<file path="src/rtl/b_frame_receiver.sv">
// DBPSK bit-window frame receiver: differential decode, LSB-first byte assembly, frame sequencing.
// Optional reflected CRC-32 frame check is enabled by defining B_RX_CRC_CHECK_EN.
`timescale 1ns/1ps
module b_frame_receiver #(
  parameter int CLKS_PER_BIT = 50,
  parameter int SAMPLE_POINT = 25,
  parameter int FRAME_BYTES  = 38
) (
  input  logic       clk,
  input  logic       reset,
  input  logic       enable,
  input  logic       start,
  input  logic       s_in,
  output logic [7:0] byte_data,
  output logic       byte_valid,
  output logic       byte_last,
  output logic       frame_done,
  output logic       abort,
  output logic       crc_ok,
  output logic       busy,
  output logic [1:0] state_dbg
);

  // Output handshake: byte_valid is a single-cycle strobe with no ready/backpressure;
  // byte_data is stable from that strobe until the next one.
  localparam int WIN_W  = (CLKS_PER_BIT > 1) ? $clog2(CLKS_PER_BIT) : 1;
  localparam int BYTE_W = $clog2(FRAME_BYTES + 1);
  localparam logic [WIN_W-1:0]  SP_CNT    = WIN_W'(SAMPLE_POINT);
  localparam logic [WIN_W-1:0]  WIN_LAST  = WIN_W'(CLKS_PER_BIT - 1);
  localparam logic [WIN_W-1:0]  WIN_FIRST = WIN_W'((CLKS_PER_BIT > 1) ? 1 : 0);
  localparam logic [BYTE_W-1:0] LAST_BYTE = BYTE_W'(FRAME_BYTES - 1);
  localparam logic              SAMPLE_AT_ZERO = (SAMPLE_POINT == 0);

  typedef enum logic [1:0] {
    IDLE = 2'd0,
    RECV = 2'd1,
    DONE = 2'd2
  } state_t;

  state_t            state;
  logic [WIN_W-1:0]  win_cnt;
  logic [2:0]        bit_cnt;
  logic [BYTE_W-1:0] byte_cnt;
  logic [7:0]        shift_reg;
  logic              ref_loaded;
  logic              prev_phase;

  logic              sample_now;
  logic              data_bit;
  logic [7:0]        assembled;
  logic [WIN_W-1:0]  win_next;
  logic              begin_frame;

  assign sample_now  = (win_cnt == SP_CNT);
  assign data_bit    = s_in ^ prev_phase;
  assign assembled   = {data_bit, shift_reg[7:1]};
  assign win_next    = (win_cnt == WIN_LAST) ? '0 : win_cnt + 1'b1;
  // A start while receiving restarts; a start during the single DONE cycle is not honoured.
  assign begin_frame = start && enable && (state != DONE);
  assign state_dbg   = state;

`ifdef B_RX_CRC_CHECK_EN
  localparam logic [31:0] CRC_POLY    = 32'hEDB8_8320;
  localparam logic [31:0] CRC_INIT    = 32'hFFFF_FFFF;
  localparam logic [31:0] CRC_RESIDUE = 32'hDEBB_20E3;
  logic [31:0] crc;
  logic [31:0] crc_next;
  assign crc_next = {1'b0, crc[31:1]} ^ ((crc[0] ^ data_bit) ? CRC_POLY : 32'h0);
`endif

  always_ff @(posedge clk) begin
    if (reset) begin
      state      <= IDLE;
      win_cnt    <= '0;
      bit_cnt    <= '0;
      byte_cnt   <= '0;
      shift_reg  <= '0;
      ref_loaded <= 1'b0;
      prev_phase <= 1'b0;
      byte_data  <= '0;
      byte_valid <= 1'b0;
      byte_last  <= 1'b0;
      frame_done <= 1'b0;
      abort      <= 1'b0;
      crc_ok     <= 1'b0;
      busy       <= 1'b0;
`ifdef B_RX_CRC_CHECK_EN
      crc        <= CRC_INIT;
`endif
    end else begin
      byte_valid <= 1'b0;
      byte_last  <= 1'b0;
      frame_done <= 1'b0;
      abort      <= 1'b0;
      if (begin_frame) begin
        // This cycle is window cycle 0; it only samples when the sample point is 0.
        abort      <= (state == RECV);
        state      <= RECV;
        busy       <= 1'b1;
        crc_ok     <= 1'b0;
        win_cnt    <= WIN_FIRST;
        bit_cnt    <= '0;
        byte_cnt   <= '0;
        ref_loaded <= SAMPLE_AT_ZERO;
        prev_phase <= s_in;
`ifdef B_RX_CRC_CHECK_EN
        crc        <= CRC_INIT;
`endif
      end else begin
        case (state)
          IDLE: begin
            busy <= 1'b0;
          end
          RECV: begin
            if (!enable) begin
              // Carrier lost: the partial byte is dropped silently.
              abort <= 1'b1;
              state <= IDLE;
              busy  <= 1'b0;
            end else begin
              win_cnt <= win_next;
              if (sample_now) begin
                prev_phase <= s_in;
                ref_loaded <= 1'b1;
                if (ref_loaded) begin
                  shift_reg <= assembled;
                  bit_cnt   <= bit_cnt + 3'd1;
`ifdef B_RX_CRC_CHECK_EN
                  crc       <= crc_next;
`endif
                  if (bit_cnt == 3'd7) begin
                    byte_data  <= assembled;
                    byte_valid <= 1'b1;
                    byte_cnt   <= byte_cnt + 1'b1;
                    if (byte_cnt == LAST_BYTE) begin
                      byte_last <= 1'b1;
                      state     <= DONE;
                    end
                  end
                end
              end
            end
          end
          DONE: begin
            frame_done <= 1'b1;
`ifdef B_RX_CRC_CHECK_EN
            crc_ok     <= (crc == CRC_RESIDUE);
`else
            crc_ok     <= 1'b0;
`endif
            state      <= IDLE;
            busy       <= 1'b0;
          end
          default: begin
            state <= IDLE;
            busy  <= 1'b0;
          end
        endcase
      end
    end
  end

endmodule

</file>
<file path="config.mk">
export PLATFORM = sky130hd
export DESIGN_NAME = b_frame_receiver
export DESIGN_NICKNAME = d
export VERILOG_FILES = /design/src/rtl/b_frame_receiver.sv
export SDC_FILE = /design/constraint.sdc
export NUM_CORES = 1
export LEC_CHECK = 0
export ABC_CLOCK_PERIOD_IN_PS = 4270
export BUFFER_PORTS_ARGS = -buffer_cell sky130_fd_sc_hd__buf_2
export CELL_PAD_IN_SITES_DETAIL_PLACEMENT = 1
export CELL_PAD_IN_SITES_GLOBAL_PLACEMENT = 1
export CORE_ASPECT_RATIO = 1.1
export CORE_MARGIN = 4
export CORE_UTILIZATION = 47
export DETAILED_ROUTE_END_ITERATION = 10
export PLACE_DENSITY = 0.89
export SYNTH_ARGS = -nofsm -noshare
export SYNTH_HDL_FRONTEND = slang
export SYNTH_SLANG_ARGS = --single-unit
</file>
<file path="constraint.sdc">
create_clock -name clk -period 4.27 [get_ports clk]
set_input_delay 0 -clock clk [delete_from_list [all_inputs] [get_ports clk]]
set_output_delay 0 -clock clk [all_outputs]
set_load 0.01 [all_outputs]
</file>
==> metrics.txt <==
# TYPE chip_impl_metric gauge
chip_impl_metric{name="die-width",unit="microns"} 65.3
chip_impl_metric{name="syn_inst",unit=""} 178
chip_impl_metric{name="first_global_vias",unit=""} 1475
chip_impl_metric{name="fp.dieH",unit="microns"} 71.1
chip_impl_metric{name="ctsResizeCount",unit=""} 0
chip_impl_metric{name="die_area",unit="sq mm"} 0.00464
chip_impl_metric{name="worst_slew_pin_slew",unit="ps"} 573
chip_impl_metric{name="place.gp.congestion",unit=""} 0.826
chip_impl_metric{name="synth-seq-cells",unit=""} 39
chip_impl_metric{name="detail_route.drc_violations",unit=""} 0
chip_impl_metric{name="critical_path_peak_fanout",unit=""} 8
chip_impl_metric{name="fraction_of_registers_with_async_set_reset",unit=""} 0
chip_impl_metric{name="finalCoreUtilization",unit=""} 0.555
chip_impl_metric{name="numPortBuffers",unit=""} 19
chip_impl_metric{name="leakagePower",unit="uW"} 0.000710
chip_impl_info{name="crit_path_capture_type",value="flop"} 1
chip_impl_metric{name="power.density",unit="mW/mm^2"} 341
chip_impl_metric{name="grt_first_pass_wirelength",unit="microns"} 6940
chip_impl_info{name="worst_hold_path_type",value="input port to flop"} 1
chip_impl_metric{name="power.ir.vdd_worst",unit="V"} 0.000153
chip_impl_metric{name="critPathArrivalTime",unit="ps"} 2160
chip_impl_metric{name="final_setup_viols",unit=""} 0
chip_impl_metric{name="htreeDepth",unit=""} 2
chip_impl_info{name="dominantRegCellSynth",value="sky130_fd_sc_hd__dfxtp_1"} 1
chip_impl_info{name="crit_type",value="flop to flop"} 1
chip_impl_info{name="grt_setup_unrepaired",value="no"} 1
chip_impl_info{name="mostFrequentLayoutCell",value="sky130_fd_sc_hd__dfxtp_1"} 1
chip_impl_metric{name="inserted_diodes",unit=""} 0
chip_impl_metric{name="cts_max_path_buffers",unit=""} 2
chip_impl_metric{name="cts.clk_slew.worst_paths",unit="ps"} 120
chip_impl_metric{name="areaGrowthSynthToFinish",unit="%"} 11.5
chip_impl_metric{name="boundaryPins",unit=""} 21
chip_impl_metric{name="period_minus_slack",unit="ps"} 1880
chip_impl_metric{name="grt_util_all_layers",unit=""} 0.197
chip_impl_metric{name="cts_num_sinks",unit=""} 39
chip_impl_metric{name="via_per_inst",unit=""} 5.70
chip_impl_metric{name="timing.final.max_slew_violations",unit=""} 0
chip_impl_metric{name="first_iter_violations",unit=""} 74
chip_impl_metric{name="post_route_setup_tns",unit="ps"} 0
chip_impl_metric{name="grt_start_max_net_pins",unit=""} 20
chip_impl_metric{name="globalRouteOverflowTotal",unit=""} 0
chip_impl_metric{name="initial_utilization",unit=""} 0.498
chip_impl_metric{name="totalWireLength",unit="microns"} 4150
chip_impl_metric{name="grt_antenna_before_repair",unit=""} 0
chip_impl_metric{name="standard_cell_row_count",unit=""} 22
chip_impl_metric{name="syn_area",unit="sq mm"} 0.00170
chip_impl_metric{name="synth.yosys.warnings",unit=""} 0
chip_impl_metric{name="hold_buffers",unit=""} 1
chip_impl_metric{name="worst_skew_late_latency",unit="ps"} 340
chip_impl_metric{name="slew-limit-headroom",unit=""} 0.617
chip_impl_info{name="most-common-layout-cells",value="39 x sky130_fd_sc_hd__dfxtp_1, 20 x sky130_fd_sc_hd__nand2_1, 19 x sky130_fd_sc_hd__buf_2, 14 x sky130_fd_sc_hd__nand3_1"} 1
chip_impl_metric{name="fmax",unit="MHz"} 531
chip_impl_metric{name="hold_viol",unit=""} 0
chip_impl_metric{name="largest_register_ffs",unit=""} 8
chip_impl_metric{name="number_of_setup_buffers_added_after_cts",unit=""} 0
chip_impl_metric{name="power.total",unit="uW"} 645
chip_impl_metric{name="first_pass_iteration_count_of_the_detailed_router",unit=""} 6
chip_impl_metric{name="placeableCoreArea",unit="sq mm"} 0.00341
chip_impl_metric{name="required",unit="ps"} 4550
chip_impl_metric{name="layout-drive-gt1-share",unit=""} 0.200
chip_impl_metric{name="max_capacitance_violation_total",unit=""} 0
chip_impl_metric{name="average_wire_length_per_cell_after_detail_routing",unit="microns"} 16.7
chip_impl_info{name="worstSetupStartpointType",value="flop"} 1
chip_impl_metric{name="dpl.hpwl",unit="microns"} 3080
chip_impl_metric{name="worst_clock_skew_on_the_final_layout",unit="ps"} 12.6
chip_impl_metric{name="synth.distinct_cells",unit=""} 43
chip_impl_metric{name="cts_buffer_count",unit=""} 5
chip_impl_metric{name="detailroute.via_count",unit=""} 1414
chip_impl_info{name="cts_tree",value="built"} 1
chip_impl_metric{name="period_share",unit=""} 0.441
chip_impl_info{name="cts-root-buf",value="sky130_fd_sc_hd__clkbuf_4"} 1
chip_impl_metric{name="route.antenna.remaining_nets",unit=""} 0
chip_impl_metric{name="final_net_count",unit=""} 210
chip_impl_info{name="outcome",value="finished, final reports clean"} 1
chip_impl_metric{name="synth_enable_flop_cells",unit=""} 0
chip_impl_metric{name="synth_seq_area_share",unit=""} 0.459
chip_impl_metric{name="synthesized_area_per_cell",unit="sq um"} 9.55
chip_impl_metric{name="mappedNetlistNets",unit=""} 189
[worst max-delay path: stages (launching register included)]
cell	delay [ps]
sky130_fd_sc_hd__dfxtp_1	450
sky130_fd_sc_hd__ha_1	200
sky130_fd_sc_hd__and3b_2	260
sky130_fd_sc_hd__nand4_2	290
sky130_fd_sc_hd__a21oi_4	390
sky130_fd_sc_hd__mux2i_1	230
[power breakdown]
group / internal [uW] / leakage, uW / switching, uW
Combinational: 7.04 / 0.000347 / 16.9
Clock: 138 / 0.0000482 / 114
Sequential: 366 / 0.000315 / 2.70
Total: 512 / 0.000710 / 134
[metrics by stage]
step	hold slack (ps)	instance area, sq um	instances	setup slack [ps]
after floorplan	69.1	1700	178	2700
after global placement	254	1800	239	2470
final	53.0	1890	248	2390
after global routing	46.5	1890	248	2210
after detailed placement	262	1800	239	2380
after CTS	39.5	1890	248	2380
[Yosys cell counts (all sizes together) (2+ instances only)]
cell type  instances  area share
nand2b             3       0.011
nand2             20       0.044
and3b              2       0.012
mux2i              8       0.047
a21oi             12       0.042
nor2b              3       0.011
a41oi              2       0.010
ha                 6       0.044
buf                5       0.031
inv                4      0.0088
o21ai             11       0.032
or3                5       0.019
nor2               7       0.015
xor2               3       0.015
nand3b             2      0.0088
a311oi             2       0.010
nand3             15       0.052
dfxtp             39        0.46
nor4               3       0.015
a31o               3       0.015
nor3               3       0.012
nand4              6       0.026
[metal layers]
metal / track usage / up-vias / part of all wire / routed length, microns
li1: - / 688 / - / -
met1: 0.216 / 690 / 0.42 / 1760
met2: 0.353 / 29 / 0.51 / 2140
met3: 0.0444 / 7 / 0.040 / 166
met4: 0.0968 / 0 / 0.020 / 84
met5: 0 / - / 0 / 0
[cell families after synthesis]
group | share of synthesized area
xor gates and xnor gates | 0.0206
other | 0.00221
and+or+nand+nor | 0.258
adders and majority gates | 0.0442
muxes | 0.0471
AOI/OAI and AO/OA | 0.124
DFF | 0.459
buffers and inverters | 0.0442
[cell type report]
type | count | area (sq um)
Fill cell | 428 | 1520
Multi-Input combinational cell | 128 | 843
Sequential cell | 39 | 781
Timing Repair Buffer | 20 | 105
Tap cell | 48 | 60.1
Clock buffer | 6 | 51.3
Clock inverter | 2 | 35.0
Inverter | 5 | 18.8
[path summary, 6_finish.rpt]
kind | start | end | slack [ps] | cells after the start
setup reg to reg | win_cnt[0] | shift_reg[7] | 2390 | 5
hold / removal | start | abort | 50 | 3
setup / recovery | win_cnt[0] | shift_reg[7] | 2390 | 5
hold reg to reg | busy | busy | 460 | 2
No activity file was read; power rests on OpenSTA's default activity.
